**src/rtl/mem_read_arbiter_if.sv**
```systemverilog
// Shared request/response types and the bundled port interface for mem_read_arbiter.
// The arbiter binds to the slave modport; the requesters and the memory side use master.
package core;
  localparam int peval_width = 3;
endpackage

package sys;
  typedef struct packed {
    logic [31:0] addr;
    logic [2:0]  size;
    logic        en;
  } mem_read_req_t;

  typedef struct packed {
    logic [31:0] data;
    logic        done;
  } mem_read_rsp_t;

  localparam mem_read_req_t mem_read_req_rst = '0;
  localparam mem_read_rsp_t mem_read_rsp_rst = '0;
endpackage

interface mem_read_arbiter_if #(
  parameter int CH_CNT = core::peval_width,
  parameter int IDX_W  = $clog2(CH_CNT > 1 ? CH_CNT : 2)
);
  sys::mem_read_req_t req_in  [CH_CNT];
  sys::mem_read_rsp_t rsp_out [CH_CNT];
  sys::mem_read_req_t mem_req_out;
  sys::mem_read_rsp_t mem_rsp_in;
  logic [IDX_W-1:0]   grant_idx;
  logic               busy;

  modport master (
    output req_in,
    output mem_rsp_in,
    input  rsp_out,
    input  mem_req_out,
    input  grant_idx,
    input  busy
  );

  modport slave (
    input  req_in,
    input  mem_rsp_in,
    output rsp_out,
    output mem_req_out,
    output grant_idx,
    output busy
  );
endinterface

```
**src/rtl/mem_read_arbiter.sv**
```systemverilog
// N-channel read arbiter: one outstanding memory read at a time, completion routed to the granted channel.
// Define MEM_READ_ARB_RR_EN for round-robin arbitration; otherwise fixed priority (lowest index wins).
module mem_read_arbiter #(
  parameter int CH_CNT = core::peval_width,
  parameter int IDX_W  = $clog2(CH_CNT > 1 ? CH_CNT : 2)
) (
  input logic               clk,
  input logic               rst,
  mem_read_arbiter_if.slave bus
);

  typedef enum logic [1:0] {IDLE, BUSY, RESP} state_t;

  state_t           state_q, state_d;
  logic [IDX_W-1:0] grant_q, grant_d;
  logic [31:0]      addr_q, addr_d;
  logic [2:0]       size_q, size_d;
  logic [31:0]      data_q, data_d;
  logic             abandon_q, abandon_d;

  logic             found;
  logic [IDX_W-1:0] winner;
  logic [31:0]      win_addr;
  logic [2:0]       win_size;
  logic             granted_en;

`ifdef MEM_READ_ARB_RR_EN
  logic [IDX_W-1:0] ptr_q, ptr_d;
  int               cand;

  // Search begins one past the last winner and wraps.
  always_comb begin
    found    = 1'b0;
    winner   = '0;
    win_addr = '0;
    win_size = '0;
    cand     = 0;
    for (int k = 0; k < CH_CNT; k++) begin
      cand = (int'(ptr_q) + 1 + k) % CH_CNT;
      if (!found && bus.req_in[cand].en) begin
        found    = 1'b1;
        winner   = IDX_W'(cand);
        win_addr = bus.req_in[cand].addr;
        win_size = bus.req_in[cand].size;
      end
    end
  end
`else
  always_comb begin
    found    = 1'b0;
    winner   = '0;
    win_addr = '0;
    win_size = '0;
    for (int i = CH_CNT - 1; i >= 0; i--) begin
      if (bus.req_in[i].en) begin
        found    = 1'b1;
        winner   = IDX_W'(i);
        win_addr = bus.req_in[i].addr;
        win_size = bus.req_in[i].size;
      end
    end
  end
`endif

  always_comb begin
    granted_en = 1'b0;
    for (int j = 0; j < CH_CNT; j++) begin
      if (IDX_W'(j) == grant_q) granted_en = bus.req_in[j].en;
    end
  end

  always_comb begin
    state_d   = state_q;
    grant_d   = grant_q;
    addr_d    = addr_q;
    size_d    = size_q;
    data_d    = data_q;
    abandon_d = abandon_q;
`ifdef MEM_READ_ARB_RR_EN
    ptr_d     = ptr_q;
`endif
    case (state_q)
      IDLE: begin
        if (found) begin
          state_d   = BUSY;
          grant_d   = winner;
          addr_d    = win_addr;
          size_d    = win_size;
          abandon_d = 1'b0;
`ifdef MEM_READ_ARB_RR_EN
          ptr_d     = winner;
`endif
        end
      end
      BUSY: begin
        // The memory cannot be cancelled, so a dropped request only suppresses the done pulse.
        if (!granted_en) abandon_d = 1'b1;
        if (bus.mem_rsp_in.done) begin
          data_d  = bus.mem_rsp_in.data;
          state_d = RESP;
        end
      end
      RESP:    state_d = IDLE;
      default: state_d = IDLE;
    endcase
  end

  always_ff @(posedge clk) begin
    if (rst) begin
      state_q   <= IDLE;
      grant_q   <= '0;
      addr_q    <= '0;
      size_q    <= '0;
      data_q    <= '0;
      abandon_q <= 1'b0;
`ifdef MEM_READ_ARB_RR_EN
      ptr_q     <= IDX_W'(CH_CNT - 1);
`endif
    end else begin
      state_q   <= state_d;
      grant_q   <= grant_d;
      addr_q    <= addr_d;
      size_q    <= size_d;
      data_q    <= data_d;
      abandon_q <= abandon_d;
`ifdef MEM_READ_ARB_RR_EN
      ptr_q     <= ptr_d;
`endif
    end
  end

  always_comb begin
    bus.mem_req_out = sys::mem_read_req_rst;
    if (state_q == BUSY) begin
      bus.mem_req_out.addr = addr_q;
      bus.mem_req_out.size = size_q;
      bus.mem_req_out.en   = 1'b1;
    end
    for (int j = 0; j < CH_CNT; j++) begin
      bus.rsp_out[j] = sys::mem_read_rsp_rst;
      if (state_q == RESP && IDX_W'(j) == grant_q && !abandon_q) begin
        bus.rsp_out[j].data = data_q;
        bus.rsp_out[j].done = 1'b1;
      end
    end
    bus.grant_idx = grant_q;
    bus.busy      = (state_q != IDLE);
  end

endmodule
```
**src/flat_wrapper.sv**
```systemverilog
// flat-port wrapper written by rule: the top's interface ports become plain ports
module mem_read_arbiter_flat 
#(
  parameter int CH_CNT = core::peval_width,
  parameter int IDX_W  = $clog2(CH_CNT > 1 ? CH_CNT : 2)
)
  (clk, rst, bus_req_in, bus_mem_rsp_in, bus_rsp_out, bus_mem_req_out, bus_grant_idx, bus_busy);
  mem_read_arbiter_if #(.CH_CNT(CH_CNT), .IDX_W(IDX_W)) bus_i ();
  input logic clk;
  input logic rst;
  input wire logic [$bits(bus_i.req_in)-1:0] bus_req_in;
  input wire logic [$bits(bus_i.mem_rsp_in)-1:0] bus_mem_rsp_in;
  output wire logic [$bits(bus_i.rsp_out)-1:0] bus_rsp_out;
  output wire logic [$bits(bus_i.mem_req_out)-1:0] bus_mem_req_out;
  output wire logic [$bits(bus_i.grant_idx)-1:0] bus_grant_idx;
  output wire logic [$bits(bus_i.busy)-1:0] bus_busy;
  assign bus_i.req_in = {>>{bus_req_in}};
  assign bus_i.mem_rsp_in = bus_mem_rsp_in;
  assign bus_rsp_out = {>>{bus_i.rsp_out}};
  assign bus_mem_req_out = bus_i.mem_req_out;
  assign bus_grant_idx = bus_i.grant_idx;
  assign bus_busy = bus_i.busy;
  mem_read_arbiter #(.CH_CNT(CH_CNT), .IDX_W(IDX_W)) u_core (.clk(clk), .rst(rst), .bus(bus_i));
endmodule
```
**config.mk**
```make
export PLATFORM = sky130hd
export DESIGN_NAME = mem_read_arbiter_flat
export DESIGN_NICKNAME = d
export VERILOG_FILES = /design/src/rtl/mem_read_arbiter_if.sv /design/src/rtl/mem_read_arbiter.sv /design/src/flat_wrapper.sv
export SDC_FILE = /design/constraint.sdc
export NUM_CORES = 1
export LEC_CHECK = 0
export BUFFER_PORTS_ARGS = -buffer_cell sky130_fd_sc_hd__buf_2
export CORE_AREA = 2 2 110 112
export CTS_BUF_LIST = sky130_fd_sc_hd__clkbuf_4
export CTS_CLUSTER_SIZE = 10
export DETAILED_ROUTE_END_ITERATION = 6
export DIE_AREA = 0 0 112 114
export PLACE_DENSITY = 0.69
export SYNTH_ARGS = -nofsm -noshare
export SYNTH_HDL_FRONTEND = slang
export SYNTH_SLANG_ARGS = --single-unit
export TNS_END_PERCENT = 10
```
**constraint.sdc**
```tcl
create_clock -name clk -period 1.44 [get_ports clk]
set_input_delay 0.216 -clock clk [delete_from_list [all_inputs] [get_ports clk]]
set_output_delay 0.216 -clock clk [all_outputs]
set_load 0.005 [all_outputs]
```
Yosys cells after proc, flatten, opt, wreduce, memory -nomap -nowiden
Cells that the tools add are included.

Equality and inequality tests: 7. Mux-type cells: 25. Reduce and logical (&&, ||, !) cells: 15.

Operator list (count): 33-bit two-way mux (3); 32-bit two-way mux (3); 36-bit two-way mux (1); 2-bit two-way mux (5); 3-bit two-way mux (3); 1-bit two-way mux (8); 1-bit logical AND (6); 2-bit AND reduction (3); 2-bit zero test (2); 2-bit inequality test (second input constant) (2); 2-bit one-hot mux with 2 select lines (1); 2-bit nonzero test (2); 3-bit AND reduction (1); 1-bit by 2-bit equality test with 1-bit output (first input constant) (1); 2-bit by 1-bit equality test with 1-bit output (second input constant) (1); 2-bit equality test (first input constant) (1); 2-bit equality test (second input constant) (1); 2-bit by 1-bit inequality test with 1-bit output (second input constant) (1); 1-bit one-hot mux with 2 select lines (1); 1-bit zero test (1).

Bits in registers: 72. Input port bits: 143. Output and inout port bits: 138. Word-level logic and storage cells: 53.

Depth between registers and ports, before layout
Word-level depth: 6. Gate-level depth with buffers: 6.

Least setup slack after synthesis
Ideal clock, no wire load.

Path kind: reg2out. From: register u_core.grant_q[1] (netlist: u_core.bus.grant_idx[1]). To: output bus_rsp_out[17]. Arrival time: 1.156 ns. Path slack: 0.068 ns. Stages on the path, launching flop included: 4. Path buffers: 1. Cells stage by stage: dfxtp_1 nor4b_4 buf_2 and2_1.

Longest elaborated chain between the ends: 4.

RTL lines: start: declaration (RTL line mem_read_arbiter.sv:15) `logic [IDX_W-1:0] grant_q, grant_d;`; start signal: assignment (RTL line mem_read_arbiter.sv:121) `grant_q <= grant_d;`; 2-bit equality test (RTL line mem_read_arbiter.sv:141) `if (state_q == RESP && IDX_W'(j) == grant_q && !abandon_q) begin`; 1-bit logical AND (2 in series) (RTL line mem_read_arbiter.sv:141); 33-bit two-way mux (RTL line mem_read_arbiter.sv:141); end: declaration (RTL line flat_wrapper.sv:13) `output wire logic [$bits(bus_i.rsp_out)-1:0] bus_rsp_out;`.

Every way passes these cells.

Worst setup path after layout
From: register u_core.state_q[0]. To: output bus_rsp_out[24].

Longest elaborated chain between the ends: 4.

RTL lines: start: declaration (RTL line mem_read_arbiter.sv:14) `state_t state_q, state_d;`; start signal: assignment (RTL line mem_read_arbiter.sv:120) `state_q <= state_d;`; 2-bit equality test (RTL line mem_read_arbiter.sv:141); 1-bit logical AND (2 in series) (RTL line mem_read_arbiter.sv:141); 33-bit two-way mux (RTL line mem_read_arbiter.sv:141).

Every way passes these cells.

==> results.json <==
{
  "overflow": 0,
  "cp_cell_sequence": "nand2b_4, nor4b_4, buf_6, clkbuf_16, and2_1, buf_2",
  "track_usage_pct": 20.3,
  "ys_warn_count": 0,
  "port_buffers": 280,
  "drt-total-wl_mm": 13.6,
  "power_uw": 4280,
  "grt_pass1_wl_mm": 20.5,
  "slowest_stage": "dfxtp_2",
  "coreArea_um2": 11700,
  "synth-edff-count": 0,
  "powerDensity_nw_per_um2": 712,
  "worst_slack_ps": -470,
  "placementRows": 40,
  "ys_seq_area_share_pct": 35.2,
  "cp-end-kind": "output port",
  "rsz0062_at_grt": "yes",
  "layout_min_cycle_time_ps": 1910,
  "viasPerCell": 4.86,
  "hold_end": "u_core.data_q[20]",
  "period_share_pct": 133,
  "fmax_ghz": 0.524,
  "start_util_pct": 35.0,
  "synth_seq_cells": 72,
  "worst_r2r_endpoint": "u_core.data_q[19]",
  "skew_ps": 15.7,
  "synth_nets": 664,
  "final_common_cell": "buf_2",
  "synth_top_family_by_area": "simple AND/OR/NAND/NOR gates",
  "post-route-drc-count": 0,
  "critPathRequiredTime_ps": 1220,
  "hold_path_class": "primary input to register",
  "tightest_slew_ps": 378,
  "avgSynthCellArea_um2": 7.86,
  "switchingPower_uw": 1280,
  "synth_area_um2": 4100,
  "syn_inst": 521,
  "clk_latency_ps": 420,
  "dpl.hpwl_mm": 10.4,
  "internal_power_uw": 3000,
  "synthArstFlopShare_pct": 0,
  "first_pass_iters": 4,
  "clockRootBuffer": "clkbuf_4",
  "clockBufferDepth": 2,
  "cts_made_buffers": 9,
  "drtIter0Drc": 156,
  "cts_sinks": 72,
  "design_area_um2": 6010,
  "io_pins": 281,
  "drive_above_1_share_pct": 43.7,
  "power_leakage_uw": 0.00296,
  "grt_pass1_vias": 4028,
  "cts_tree": "yes",
  "yosysUniqueCellTypes": 26,
  "synth_xor_area_share_pct": 0,
  "route.vias.total": 4599,
  "clock_power_share_pct": 23.0,
  "ys.flop_type": "dfxtp_1",
  "syn_to_final_growth_pct": 46.6,
  "p_comb_share_pct": 24.6,
  "setup_viol": 136,
  "die_h_um": 114,
  "die_area_um2": 12800,
  "place_congestion": 0.849,
  "die_x_um": 112,
  "violations": "setup timing",
  "swShare_pct": 29.9,
  "post_drt_wl_per_cell_um": 14.4,
  "min_from": "bus_mem_rsp_in[21]",
  "hold_viol_final": 0,
  "cts_hold_buf": 0,
  "maxSlewHeadroom_pct": 74.7,
  "start_kind": "register",
  "drv_cap": 0,
  "worstRegToRegCells": 6,
  "htreeDepth": 3,
  "grt_antenna_before_repair": 1,
  "ir_drop_v": 0.000346,
  "crit_arrival_ps": 1690,
  "hold_depth": 3,
  "final_cell_mix": "buf_2, and2_1, nand2_1",
  "max_stage_delay_ps": 340,
  "maxSlewViolCount": 0,
  "critPathKind": "register to output port",
  "seqPwrFrac_pct": 52.4,
  "cts.clk_slew.worst_paths_ps": 110,
  "outcome": "finished with violations",
  "synth_adder_area_share_pct": 0,
  "nNetsFinal": 939,
  "rrSetupSlack_ps": 50,
  "ant_nets": 0,
  "synth_compound_area_share_pct": 24.0,
  "place_area_um2": 5770,
  "r2r-start": "u_core.state_q[1]",
  "synthSimpleGateAreaFrac_pct": 33.5,
  "pre_cts_ws_ps": -103,
  "path_max_fanout": 8,
  "grt_max_degree": 52,
  "synthMuxAreaShare_pct": 0.244,
  "fillers": 1186
}
==> through the flow <==
| stage | hold WS [ps] | TNS [ps] | instances | utilization, % |
|---|---|---|---|---|
| 3_3_place_gp | 438 | -419 | 929 | 49.3 |
| 5_1_grt | 3.33 | -69190 | 946 | 51.3 |
| 4_1_cts | 2.50 | -57900 | 944 | 50.5 |
| 3_5_place_dp | 442 | -1100 | 929 | 49.3 |
| 2_1_floorplan | 352 | 0 | 521 | - |
| 6_report | 30.1 | -51380 | 946 | 51.3 |
==> sequential cells by signal, summed over array words and instances, names as in the netlist <==
name / count
u_core.size_q: 3
u_core.addr_q: 32
u_core.abandon_q: 1
u_core.data_q: 32
u_core.state_q: 2
u_core.bus.grant_idx: 2
==> repair_timing <==
item,in CTS,in global routing
endpoints found under the setup margin,137,178
gates resized for setup,9,15
cloned,1,1
buffers inserted,1,0
pin swaps,37,1
==> layer usage <==
metal	vias to the layer above	GRT usage, %	part of all wire (%)
li1	2338	-	-
met1	2041	23.9	40
met2	204	36.2	50
met3	16	4.30	7.6
met4	0	7.89	1.7
met5	-	0	0
==> power groups by stage <==
stage	clock, uW	sequential [uW]	combinational, uW
2_1_floorplan	0	2250	597
5_1_grt	1120	2260	1180
4_1_cts	1040	2240	1070
6_report	984	2240	1050
3_3_place_gp	0	2280	1060
3_5_place_dp	0	2290	1060
==> logic make-up (layout without fill, tap and decap cells) <==
logic type	count (synthesis)	after routing
buf+inv	53	330
mux	1	1
simple gates	251	251
other cells	0	1
compound gates	144	144
flops	72	72
==> worst max-delay path by stage <==
| stage | start | endpoint | depth (start not counted) |
|---|---|---|---|
| 3_5_place_dp | u_core.bus.grant_idx[1] | bus_rsp_out[16] | 4 |
| 5_1_grt | u_core.state_q[0] | bus_rsp_out[15] | 6 |
| 4_1_cts | u_core.state_q[0] | bus_rsp_out[16] | 6 |
| 3_3_place_gp | u_core.bus.grant_idx[1] | bus_rsp_out[16] | 4 |
| 2_1_floorplan | u_core.bus.grant_idx[1] | bus_rsp_out[17] | 3 |
| 6_report | u_core.state_q[0] | bus_rsp_out[24] | 6 |
==> worst max-delay path: cells and delay by family, from the launching register on <==
kind,cells,cell delay (ps)
simple gates,3,510
buf+inv,3,430
flops,1,340
==> cells in the mapped netlist, drive strengths merged, types with 3 or more instances <==
| master | instances | area (um2) |
|---|---|---|
| and2 | 132 | 826 |
| nand2 | 102 | 383 |
| dfxtp | 72 | 1440 |
| a21oi | 71 | 355 |
| o211ai | 36 | 270 |
| a221o | 34 | 340 |
| buf | 30 | 203 |
| clkbuf | 21 | 78.8 |
| nor2 | 6 | 32.5 |
| nand2b | 3 | 26.3 |
==> cell type report <==
cell class	instances	area (um2)	area share, %
Multi-Input combinational cell	396	2390	39.8
Timing Repair Buffer	315	1880	31.4
Sequential cell	72	1450	24.1
Tap cell	147	184	3.06
Clock buffer	10	75.1	1.25
Clock inverter	3	12.5	0.208
Inverter	2	7.51	0.125
Antenna cell	1	2.50	0.0417
Power figures use the tool's default switching activity.
